**src/rtl/key_pkg.sv**
```systemverilog
// Board-level constants shared by the key conditioning blocks (50 MHz system clock).
// The width helper keeps counters at least one bit wide for degenerate parameter choices.
package key_pkg;

  localparam int KEY_CNT_MAX    = 999_999;  // 20 ms debounce window minus one clock
  localparam int KEY_TICK_DIV   = 50_000;   // 1 ms hold-timer tick
  localparam int KEY_LONG_TICKS = 1000;     // 1 s long-press threshold
  localparam int KEY_ACTIVE_LOW = 1;        // board keys pull the pin low when pressed

  function automatic int key_width(input int n);
    int w;
    w = $clog2(n);
    return (w < 1) ? 1 : w;
  endfunction

endpackage

```
**src/rtl/key_debounce_ch.sv**
```systemverilog
// One key channel: 2-FF synchroniser, symmetric debounce window, hold timer and
// registered press / release / long-press pulses.
module key_debounce_ch
  import key_pkg::*;
#(
  parameter int CNT_MAX    = KEY_CNT_MAX,
  parameter int LONG_TICKS = KEY_LONG_TICKS,
  parameter int ACTIVE_LOW = KEY_ACTIVE_LOW
) (
  input  logic clk,
  input  logic sys_rst,
  input  logic tick_i,
  input  logic key_raw_i,
  output logic level_o,
  output logic press_o,
  output logic release_o,
  output logic long_o
);

  localparam int CNT_W  = key_width(CNT_MAX + 1);
  localparam int LONG_W = key_width(LONG_TICKS + 1);
  localparam logic [CNT_W-1:0]  CNT_LAST  = CNT_W'(CNT_MAX);
  localparam logic [LONG_W-1:0] LONG_LAST = LONG_W'(LONG_TICKS);

  logic              pressed_raw;
  logic              sync1_q, sync2_q;
  logic [CNT_W-1:0]  cnt_q, cnt_d;
  logic              level_q, level_d;
  logic [LONG_W-1:0] hold_q, hold_d;
  logic              press_q, press_d;
  logic              release_q, release_d;
  logic              long_q, long_d;

  // Normalise so that 1 always means "pressed" from here on.
  assign pressed_raw = (ACTIVE_LOW != 0) ? ~key_raw_i : key_raw_i;

  // Synchroniser resets to the released level so reset never yields a press.
  always_ff @(posedge clk) begin
    if (sys_rst) begin
      sync1_q <= 1'b0;
      sync2_q <= 1'b0;
    end else begin
      sync1_q <= pressed_raw;
      sync2_q <= sync1_q;
    end
  end

  always_comb begin
    cnt_d     = cnt_q;
    level_d   = level_q;
    press_d   = 1'b0;
    release_d = 1'b0;
    if (sync2_q == level_q) begin
      cnt_d = '0;
    end else if (cnt_q < CNT_LAST) begin
      cnt_d = cnt_q + 1'b1;
    end else begin
      level_d   = sync2_q;
      cnt_d     = '0;
      press_d   = sync2_q;
      release_d = ~sync2_q;
    end
  end

  // Hold timer only runs while the debounced level was already high, so a
  // long pulse can never land on the same cycle as the press pulse.
  always_comb begin
    hold_d = hold_q;
    long_d = 1'b0;
    if (!level_q) begin
      hold_d = '0;
    end else if (tick_i && (hold_q < LONG_LAST)) begin
      hold_d = hold_q + 1'b1;
      long_d = ((hold_q + 1'b1) == LONG_LAST);
    end
  end

  always_ff @(posedge clk) begin
    if (sys_rst) begin
      cnt_q     <= '0;
      level_q   <= 1'b0;
      hold_q    <= '0;
      press_q   <= 1'b0;
      release_q <= 1'b0;
      long_q    <= 1'b0;
    end else begin
      cnt_q     <= cnt_d;
      level_q   <= level_d;
      hold_q    <= hold_d;
      press_q   <= press_d;
      release_q <= release_d;
      long_q    <= long_d;
    end
  end

  assign level_o   = level_q;
  assign press_o   = press_q;
  assign release_o = release_q;
  assign long_o    = long_q;

endmodule

```
**src/rtl/key_debounce_multi.sv**
```systemverilog
// N-channel key conditioner: a shared free-running tick prescaler feeding
// N_KEYS independent debounce channels.
module key_debounce_multi
  import key_pkg::*;
#(
  parameter int N_KEYS     = 4,
  parameter int CNT_MAX    = KEY_CNT_MAX,
  parameter int TICK_DIV   = KEY_TICK_DIV,
  parameter int LONG_TICKS = KEY_LONG_TICKS,
  parameter int ACTIVE_LOW = KEY_ACTIVE_LOW
) (
  input  logic              clk,
  input  logic              sys_rst,
  input  logic [N_KEYS-1:0] key_in,
  output logic [N_KEYS-1:0] key_level,
  output logic [N_KEYS-1:0] key_press,
  output logic [N_KEYS-1:0] key_release,
  output logic [N_KEYS-1:0] key_long
);

  localparam int TDIV_W = key_width(TICK_DIV);
  localparam logic [TDIV_W-1:0] TDIV_LAST = TDIV_W'(TICK_DIV - 1);

  logic [TDIV_W-1:0] div_q, div_d;
  logic              tick;

  assign tick = (div_q == TDIV_LAST);

  always_comb begin
    div_d = div_q + 1'b1;
    if (tick) begin
      div_d = '0;
    end
  end

  always_ff @(posedge clk) begin
    if (sys_rst) begin
      div_q <= '0;
    end else begin
      div_q <= div_d;
    end
  end

  for (genvar g = 0; g < N_KEYS; g++) begin : g_ch
    key_debounce_ch #(
      .CNT_MAX   (CNT_MAX),
      .LONG_TICKS(LONG_TICKS),
      .ACTIVE_LOW(ACTIVE_LOW)
    ) u_ch (
      .clk      (clk),
      .sys_rst  (sys_rst),
      .tick_i   (tick),
      .key_raw_i(key_in[g]),
      .level_o  (key_level[g]),
      .press_o  (key_press[g]),
      .release_o(key_release[g]),
      .long_o   (key_long[g])
    );
  end

endmodule
```
**config.mk**
```make
export PLATFORM = sky130hd
export DESIGN_NAME = key_debounce_multi
export DESIGN_NICKNAME = d
export VERILOG_FILES = /design/src/rtl/key_pkg.sv /design/src/rtl/key_debounce_ch.sv /design/src/rtl/key_debounce_multi.sv
export SDC_FILE = /design/constraint.sdc
export NUM_CORES = 1
export LEC_CHECK = 0
export ABC_AREA = 1
export BUFFER_PORTS_ARGS = -buffer_cell sky130_fd_sc_hd__buf_2
export CORE_MARGIN = 8
export CORE_UTILIZATION = 45
export DETAILED_ROUTE_END_ITERATION = 16
export GPL_TIMING_DRIVEN = 0
export PLACE_DENSITY_LB_ADDON = 0.12
export SYNTH_ARGS = -nofsm -noshare
export SYNTH_HDL_FRONTEND = slang
export SYNTH_SLANG_ARGS = --single-unit
```
**constraint.sdc**
```tcl
create_clock -name clk -period 1.6 [get_ports clk]
set_input_delay 0.32 -clock clk [delete_from_list [all_inputs] [get_ports clk]]
set_output_delay 0.32 -clock clk [all_outputs]
set_load 0.01 [all_outputs]
```
==> metrics.cfg, run 1 <==
[grt]
global_route.usage.total_pct = 14.87
antenna_found_initial = 0
overflow = 0
grt_pass1_wl_um = 27570
first_global_vias = 6269
maximum_number_of_pins_on_one_net_before_global_route_repair = 17

[worst_setup_path]
worst-r2r-setup-slack_ns = 0.02
timing.critical_path.fanout_max = 5
critical_path_arrival_ns = 1.90
timing.critical_path.cells = ha_4 > nand2_4 > inv_4 > nand2_4 > nor2_4 > buf_12 > nand3_4 > buf_6 > o21ai_1 > a21oi_1
slowest_delay_ns = 0.35
path_delay_family = simple AND/OR/NAND/NOR gates
required_time_worst_endpoint_ns = 1.91
regToRegStartpoint = div_q[1]
setup.worst_path.start_class = flop
worstSetupPathType = reg -> reg
worst_r2r_path_depth = 10
crit-reg2reg-capture = g_ch[2].u_ch.hold_q[6]
worst_path_most_repeated_cell = sky130_fd_sc_hd__nand2_4
crit_buf_inv = 3
worst_setup_path_end_kind = flop
cpMaxStageDelayCell = sky130_fd_sc_hd__dfxtp_2
critical_path_cell_count = 10

[clocking]
cts_root_buf = sky130_fd_sc_hd__clkbuf_16
cts.sink_count = 160
clk_pin_slew_ns = 0.06
tritoncts = yes
cts_htree_levels = 4
clock_latency_ns = 0.42
cts-root-to-sink-buffers = 2
cts_hold_buffers = 0
cts-buffers-inserted = 17

[timing]
clock-skew-final_ns = 0.007653
final_setup_violating_endpoints = 0
worst_slew_pin_slew_ns = 0.4884
rsz0062_at_grt = true
period_share_pct = 98.88
period_needed_ns = 1.582
tns_ns = 0
maxSlewViolCount = 0
max_freq_ghz = 0.6321
timing.slew.headroom_pct = 67.44
final_hold_viol_count = 0

[hold_path]
hold_path_depth = 2
min_from = key_in[1]
hold_path_class = in -> reg
timing.hold.worst_endpoint = g_ch[1].u_ch.sync1_q

[synthesis]
synth_enable_flop_cells = 0
post_synthesis_instance_area_mm2 = 0.008051
synth.top_cell.area_share_pct = 39.78
main_area_contributors_after_synthesis = sky130_fd_sc_hd__dfxtp_1 40%, sky130_fd_sc_hd__nand2_1 11%, sky130_fd_sc_hd__nor2_1 11%
yosys_warnings = 0
netlist_instances = 1149
synth.lib_cells_used.distinct = 37
yosys_most_used_dff = sky130_fd_sc_hd__dfxtp_1
post_syn_nets = 1164
synthDominantAreaCellType = sky130_fd_sc_hd__dfxtp_1
postSynthRegisterBits = 160
async_flop_share_pct = 0
synth_sequential_area_ratio_pct = 39.78
postSynthAreaPerCell_um2 = 7.007

[power]
post-layout-total-power_mw = 8.126
power-per-cell-area_mw_per_mm2 = 850.5
irDropWorstVdd_v = 0.0007666
static-leakage-power_nw = 3.539

[placed_design]
placement.io_buffers = 21
globalplace.congestion = 0.8207
dp.final_hpwl_um = 11390
dpl.cell_count = 1399

[layout]
most_common_cell_after_layout_fill_and_taps_aside = sky130_fd_sc_hd__nand2_1
antenna-diode-count = 0
final_layout_size_suffix_gt1_share_pct = 16.78
layout_common_cells = 229 x sky130_fd_sc_hd__nand2_1, 213 x sky130_fd_sc_hd__nor2_1, 152 x sky130_fd_sc_hd__dfxtp_1
final_cells = 1451
design.final.nets = 1226
area.growth.synth_to_final_pct = 18.66
layout.filler_cells = 1743
finalCoreUtilization_pct = 53.74

[drt]
drt_iter0_markers = 258
drcViolationCount = 0
num_vias = 6944
postRouteWirelength_um = 16340
route.detailed.vias_per_inst = 4.786
dr.pass1.iters = 4
wire_per_inst_um = 11.26
route.antenna.remaining_nets = 0

[floorplanning]
fp.dieArea_mm2 = 0.02243
floorplan.io_pins = 22
initial_core_util_pct = 45.29
placementRows = 49
design.core.area_mm2 = 0.01778
die_width_um = 149.8
die_h_um = 149.8

[flow_run]
max-cap-violations = 0

[status]
status = completed

## logic make-up (layout without fill, tap and decap cells)
logic type,count (synthesis),after routing,synth area share [%]
flip-flops,160,160,39.78
buffers and inverters,167,238,9.013
XOR/XNOR,55,55,5.983
AND/OR/NAND/NOR,644,646,36.25
adder cells (fa/ha/maj),9,9,1.399
AO/OA/AOI/OAI,114,114,7.568
## worst register-to-register path: stages, from the launching register on
cell and delay (ns):
sky130_fd_sc_hd__dfxtp_2 0.35, sky130_fd_sc_hd__ha_4 0.15, sky130_fd_sc_hd__nand2_4 0.06, sky130_fd_sc_hd__inv_4 0.06, sky130_fd_sc_hd__nand2_4 0.05, sky130_fd_sc_hd__nor2_4 0.21
sky130_fd_sc_hd__buf_12 0.16, sky130_fd_sc_hd__nand3_4 0.12, sky130_fd_sc_hd__buf_6 0.16, sky130_fd_sc_hd__o21ai_1 0.11, sky130_fd_sc_hd__a21oi_1 0.05
## synthesized netlist by cell type, types with 2 or more instances
library cell / n
sky130_fd_sc_hd__xor2_1: 38
sky130_fd_sc_hd__nor3_1: 28
sky130_fd_sc_hd__a21oi_2: 5
sky130_fd_sc_hd__o31ai_1: 2
sky130_fd_sc_hd__buf_2: 8
sky130_fd_sc_hd__nand3_4: 2
sky130_fd_sc_hd__nor2_4: 6
sky130_fd_sc_hd__nand3_1: 67
sky130_fd_sc_hd__nor2_1: 228
sky130_fd_sc_hd__dfxtp_1: 160
sky130_fd_sc_hd__nor3_4: 3
sky130_fd_sc_hd__xnor2_1: 17
sky130_fd_sc_hd__nand2_2: 7
sky130_fd_sc_hd__nand2_4: 2
sky130_fd_sc_hd__a21oi_1: 60
sky130_fd_sc_hd__or2_0: 3
sky130_fd_sc_hd__nand3_2: 9
sky130_fd_sc_hd__nand2_1: 237
sky130_fd_sc_hd__nand4_1: 29
sky130_fd_sc_hd__nor3_2: 4
sky130_fd_sc_hd__o21ai_0: 35
sky130_fd_sc_hd__ha_1: 9
sky130_fd_sc_hd__buf_6: 2
sky130_fd_sc_hd__nor2_2: 10
sky130_fd_sc_hd__buf_4: 19
sky130_fd_sc_hd__nand3b_1: 3
sky130_fd_sc_hd__or2_2: 2
sky130_fd_sc_hd__o21bai_1: 3
sky130_fd_sc_hd__inv_1: 133
sky130_fd_sc_hd__nor2_8: 2
sky130_fd_sc_hd__o21ai_1: 6
sky130_fd_sc_hd__inv_2: 3
sky130_fd_sc_hd__o21a_1: 3
## layout make-up
cell class	instances	area, um^2	area share [%]
multi-input cells	824	4392	45.97
flip-flops and latches	160	3221	33.71
inverters	137	521.8	5.461
clock buffers	20	466.7	4.885
repair buffers	41	306.5	3.208
well taps	229	286.5	2.999
plain buffers	30	250.2	2.619
clock inverters	10	110.1	1.152
## metal layers
metal  vias to the layer above  global-route usage, %  wire [um]
met5                         -                      0          0
met1                      3087                  18.40       7991
met3                        16                  4.294        550
met4                         0                  4.148        189
met2                        63                  24.73       7608
li1                       3778                      -          -
## sequential cells by signal, summed over array words and instances, names as in the netlist
register,cells
g_ch.u_ch.sync2_q,4
g_ch.u_ch.cnt_q,80
div_q,16
g_ch.u_ch.hold_q,40
g_ch.u_ch.release_o,4
g_ch.u_ch.press_o,4
g_ch.u_ch.sync1_q,4
g_ch.u_ch.level_o,4
g_ch.u_ch.long_o,4
## how the worst max path moves through the flow
stage / start / end / slack [ns]
detailed placement: sys_rst / g_ch[3].u_ch.long_o / -0.21
finish: div_q[1] / g_ch[2].u_ch.hold_q[6] / 0.02
global placement: sys_rst / g_ch[3].u_ch.long_o / -0.22
floorplan: div_q[0] / g_ch[1].u_ch.hold_q[5] / 0.12
CTS: g_ch[0].u_ch.cnt_q[0] / g_ch[0].u_ch.cnt_q[16] / 0.004
global route: div_q[1] / g_ch[2].u_ch.hold_q[2] / -0.08
## per-stage QoR
stage               hold slack (ns)  cell area (um^2)  worst slack, ns
floorplan                    0.3867              8051           0.1158
global placement             0.3897              8443          -0.2214
global route                0.01556              9554         -0.08367
finish                      0.03966              9554          0.01796
detailed placement           0.3948              8443          -0.2063
CTS                         0.02073              9087         0.003656
## report_power, final
group	internal [mW]	switching, mW
Combinational	0.0445	0.0581
Sequential	4.00	0.0154
Clock	2.40	1.61
Total	6.44	1.68
## what timing repair did
| action | in CTS | in global routing |
|---|---|---|
| resized for setup | 14 | 87 |
| endpoints found under the setup margin | 89 | 135 |
| setup buffers | 1 | 12 |
| pin swaps | 1 | 19 |
| cloned | 0 | 9 |
No activity file was read; power rests on OpenSTA's default activity.
==> run 2, diff against run 1 <==
Settings changed: RECOVER_POWER set to 50.
Clock period 1.6 ns to 2 ns, I/O delays scaled along.
==> run 2 against run 1 <==
Final cell count down 1.5%; die area unchanged; global-route usage down 0.090 points; design area down 6.2%; register-to-register slack better by 0.24 ns; largest cell class unchanged.
==> metrics.cfg, run 2 (synthesis gave the netlist of run 1 again) <==
[worst_setup_path]
timing.critical_path.cells = ha_1 > nand2_1 > inv_1 > nand2_4 > nor2_4 > nand2_4 > nor2_1 > nand3_1 > a21oi_1
crit_buf_inv = 1
timing.critical_path.fanout_max = 5
worstSetupPathType = reg -> reg
path_delay_family = simple AND/OR/NAND/NOR gates
setup.worst_path.start_class = flop
worst_path_most_repeated_cell = sky130_fd_sc_hd__nand2_4
slowest_delay_ns = 0.35
critical_path_arrival_ns = 2.10
worst_setup_path_end_kind = flop
required_time_worst_endpoint_ns = 2.36
cpMaxStageDelayCell = sky130_fd_sc_hd__dfxtp_1

[floorplanning]
initial_core_util_pct = 45.29
fp.dieArea_mm2 = 0.02243
design.core.area_mm2 = 0.01778
placementRows = 49
die_h_um = 149.8
floorplan.io_pins = 22
die_width_um = 149.8

[drt]
postRouteWirelength_um = 15390
wire_per_inst_um = 10.77
route.antenna.remaining_nets = 0
drt_iter0_markers = 249
drcViolationCount = 0
route.detailed.vias_per_inst = 4.727
dr.pass1.iters = 5
num_vias = 6755

[layout]
largest_register_ff_count = 80
register_with_the_most_flip_flops = g_ch.u_ch.cnt_q
most_common_cell_after_layout_fill_and_taps_aside = sky130_fd_sc_hd__nand2_1
antenna-diode-count = 0
final_layout_size_suffix_gt1_share_pct = 9.583
design.final.nets = 1204
biggestRegsByFlops = g_ch.u_ch.cnt_q (80), g_ch.u_ch.hold_q (40), div_q (16)
final_cells = 1429
area.growth.synth_to_final_pct = 11.30
layout_common_cells = 238 x sky130_fd_sc_hd__nand2_1, 230 x sky130_fd_sc_hd__nor2_1, 160 x sky130_fd_sc_hd__dfxtp_1

[placed_design]
globalplace.congestion = 0.8207
dp.final_hpwl_um = 11390
dpl.cell_count = 1399
placement.io_buffers = 21
dp_slack_ns = 0.1137

[status]
status = completed

[timing]
maxSlewViolCount = 0
rsz0062_at_grt = false
final_hold_viol_count = 0
worst_slew_pin_slew_ns = 0.4766
tns_ns = 0
period_share_pct = 87.14
max_freq_ghz = 0.5738
clock-skew-final_ns = 0.008302
timing.slew.headroom_pct = 67.98
final_setup_violating_endpoints = 0
period_needed_ns = 1.743
layout_setup_ws_ns = 0.2571

[hold_path]
hold_path_class = in -> reg

[clocking]
cts_hold_buffers = 0
cts-buffers-inserted = 17
tritoncts = yes
cts_root_buf = sky130_fd_sc_hd__clkbuf_16
cts_htree_levels = 4
clk_pin_slew_ns = 0.06
clock_latency_ns = 0.42
cts.sink_count = 160
cts_setup_buffers = 0
cts-root-to-sink-buffers = 2
cts_repair_resize_count = 0

[power]
static-leakage-power_nw = 3.347
irDropWorstVdd_v = 0.0006039
power-per-cell-area_mw_per_mm2 = 721.1

[flow_run]
max-cap-violations = 0

[grt]
overflow = 0
grt_pass1_wl_um = 27400
global_route.usage.total_pct = 14.78
antenna_found_initial = 0
maximum_number_of_pins_on_one_net_before_global_route_repair = 17
first_global_vias = 6236

-- run 2: metrics by stage --
| stage | utilization, % | instance area (um^2) | hold slack (ns) | power (mW) |
|---|---|---|---|---|
| 2_1_floorplan | - | 8051 | 0.3883 | 3.322 |
| 3_3_place_gp | 47.49 | 8443 | 0.3897 | 3.345 |
| 3_5_place_dp | 47.49 | 8443 | 0.3948 | 3.345 |
| 4_1_cts | 50.73 | 9020 | 0.1007 | 6.567 |
| 5_1_grt | 50.40 | 8961 | 0.09556 | 6.705 |
| 6_report | 50.40 | 8961 | 0.1199 | 6.462 |
-- run 2: area by class of cell --
cell class                      count  area, um^2
Buffer                             30       197.7
Clock buffer                       20       466.7
Clock inverter                     10       110.1
Fill cell                        1793        8818
Inverter                          137       516.7
Multi-Input combinational cell    822        4091
Sequential cell                   160        3203
Tap cell                          229       286.5
Timing Repair Buffer               21       88.84
-- run 2: power by group --
group          leakage (nW)  switching, mW  total [mW]  internal [mW]
registers              1.29        0.00972        3.21           3.20
logic                  1.77         0.0399      0.0592         0.0193
clock network         0.288           1.27        3.19           1.92
-- run 2: path summary, 6_finish.rpt --
kind,startpoint,endpoint,slack [ns],depth (start not counted)
max,div_q[0],g_ch[0].u_ch.hold_q[2],0.26,9
min,key_in[1],g_ch[1].u_ch.sync1_q,0.12,2
max reg2reg,div_q[0],g_ch[0].u_ch.hold_q[2],0.26,9
min reg2reg,g_ch[1].u_ch.sync1_q,g_ch[1].u_ch.sync2_q,0.40,2
-- run 2: metal layers --
metal  vias to the layer above  routed length (um)  global-route usage, %
li1                       3717                   -                      -
met1                      2964                7787                  18.36
met2                        61                6915                  24.46
met3                        13                 512                  4.294
met4                         0                 178                  4.148
met5                         -                   0                      0
==> run 3, diff against run 2 <==
Settings changed: BUFFER_PORTS_ARGS -buffer_cell sky130_fd_sc_hd__buf_2 to -buffer_cell sky130_fd_sc_hd__buf_4.
==> run 3 against run 2 <==
Design area hardly changed; power is 1.1% lower; global-route usage hardly changed; maximum frequency is 2.1% lower; register-to-register slack worse by 0.04 ns; non-clock buffer count stayed put; final cell count is 0.14% higher; die area stayed put; clock skew is 0.00092 ns lower; setup slack worse by 0.037 ns; critical path type unchanged; critical endpoint is now div_q[8]; largest cell class unchanged.
==> metrics.cfg, run 3 (synthesis gave the netlist of run 1 again) <==
[floorplanning]
placementRows = 49
die_h_um = 149.8
die_width_um = 149.8
fp.dieArea_mm2 = 0.02243
design.core.area_mm2 = 0.01778
initial_core_util_pct = 45.29
floorplan.io_pins = 22

[timing]
final_hold_viol_count = 0
timing.slew.headroom_pct = 67.88
fin_hold_ws_ns = 0.1166
max_freq_ghz = 0.5617
period_share_pct = 89.01
worst_slew_pin_slew_ns = 0.4781
clock-skew-final_ns = 0.007378
period_needed_ns = 1.780
tns_ns = 0
maxSlewViolCount = 0
final_setup_violating_endpoints = 0
rsz0062_at_grt = false

[worst_setup_path]
critical_path_arrival_ns = 2.09
worst_setup_path_end_kind = flop
timing.critical_path.fanout_max = 10
setup.worst_path.start_class = flop
worstSetupPathType = reg -> reg
required_time_worst_endpoint_ns = 2.31

[grt]
overflow = 0
antenna_found_initial = 0
first_global_vias = 6126
global_route.usage.total_pct = 14.75
grt_pass1_wl_um = 27260
maximum_number_of_pins_on_one_net_before_global_route_repair = 17

[clocking]
cts-root-to-sink-buffers = 2
cts.sink_count = 160
cts-buffers-inserted = 17
cts_repair_resize_count = 0
tritoncts = yes
cts_htree_levels = 4
clock_latency_ns = 0.42
cts_hold_buffers = 0
clk_pin_slew_ns = 0.06
cts_root_buf = sky130_fd_sc_hd__clkbuf_16
cts_setup_buffers = 0

[placed_design]
placement.io_buffers = 21
dp.final_hpwl_um = 11500
globalplace.congestion = 0.8379

[drt]
wire_per_inst_um = 10.92
postRouteWirelength_um = 15620
dr.pass1.iters = 5
drt_iter0_markers = 297
drcViolationCount = 0
route.antenna.remaining_nets = 0
route.detailed.vias_per_inst = 4.741
num_vias = 6785

[power]
static-leakage-power_nw = 3.324
power-per-cell-area_mw_per_mm2 = 712.8
irDropWorstVdd_v = 0.0007570

[flow_run]
max-cap-violations = 0

[layout]
most_common_cell_after_layout_fill_and_taps_aside = sky130_fd_sc_hd__nand2_1
layout_common_cells = 239 x sky130_fd_sc_hd__nand2_1, 229 x sky130_fd_sc_hd__nor2_1, 160 x sky130_fd_sc_hd__dfxtp_1
layout.filler_cells = 1860
antenna-diode-count = 0
area.growth.synth_to_final_pct = 11.38
register_with_the_most_flip_flops = g_ch.u_ch.cnt_q
final_layout_size_suffix_gt1_share_pct = 9.567
design.final.nets = 1204
largest_register_ff_count = 80
biggestRegsByFlops = g_ch.u_ch.cnt_q (80), g_ch.u_ch.hold_q (40), div_q (16)

[hold_path]
hold_path_class = in -> reg

[status]
status = completed

-- run 3: cell types whose count changed in the layout (fill, tap and decap cells not counted), sizes merged --
cell      delta
clkbuf       +3
bufinv       -1
clkinv       +1
clkinvlp     -1
-- run 3: area by class of cell --
class / count / area [um^2] / share of cell area, %
multi-input cells: 822 / 4095 / 45.67
flip-flops and latches: 160 / 3203 / 35.72
inverters: 137 / 516.7 / 5.763
clock buffers: 23 / 488.0 / 5.442
well taps: 229 / 286.5 / 3.195
plain buffers: 30 / 187.7 / 2.093
repair buffers: 21 / 108.9 / 1.214
clock inverters: 9 / 81.33 / 0.9069
-- run 3: power by group --
group	internal, mW	total, mW	switching [mW]
Combinational	0.0216	0.0627	0.0411
Clock	1.84	3.12	1.28
Sequential	3.20	3.21	0.00959
-- run 3: worst max-delay path: stages, from the launching register on --
cell,delay (ns)
sky130_fd_sc_hd__dfxtp_1,0.36
sky130_fd_sc_hd__ha_1,0.18
sky130_fd_sc_hd__nand2_1,0.08
sky130_fd_sc_hd__inv_1,0.08
sky130_fd_sc_hd__nand2_1,0.12
sky130_fd_sc_hd__nor2_4,0.23
sky130_fd_sc_hd__nand2_4,0.15
sky130_fd_sc_hd__nand2_2,0.19
sky130_fd_sc_hd__buf_4,0.21
sky130_fd_sc_hd__nor2_1,0.06
-- run 3: final timing paths --
kind	startpoint	end	slack, ns	depth (start not counted)
setup / recovery	div_q[0]	div_q[8]	0.22	9
setup reg to reg	div_q[0]	div_q[8]	0.22	9
hold reg to reg	g_ch[1].u_ch.sync1_q	g_ch[1].u_ch.sync2_q	0.40	2
hold / removal	key_in[1]	g_ch[1].u_ch.sync1_q	0.12	2
-- run 3: routing by layer --
metal,up-vias,track usage [%],part of all wire (%)
li1,3706,-,-
met1,3002,18.61,50
met2,65,24.08,45
met3,12,3.750,3.3
met4,0,4.998,1.0
met5,-,0,0
-- run 3: through the flow --
stage               setup slack (ns)  utilization (%)  cells  power (mW)  cell area, um^2
global route                 0.05480            50.44   1431       6.636             8967
floorplan                     0.5158                -   1149       3.322             8051
detailed placement            0.1331            47.78   1399       3.348             8496
global placement              0.1366            47.78   1399       3.347             8496
CTS                           0.2881            50.99   1431       6.487             9065
finish                        0.2198            50.44   1431       6.392             8967
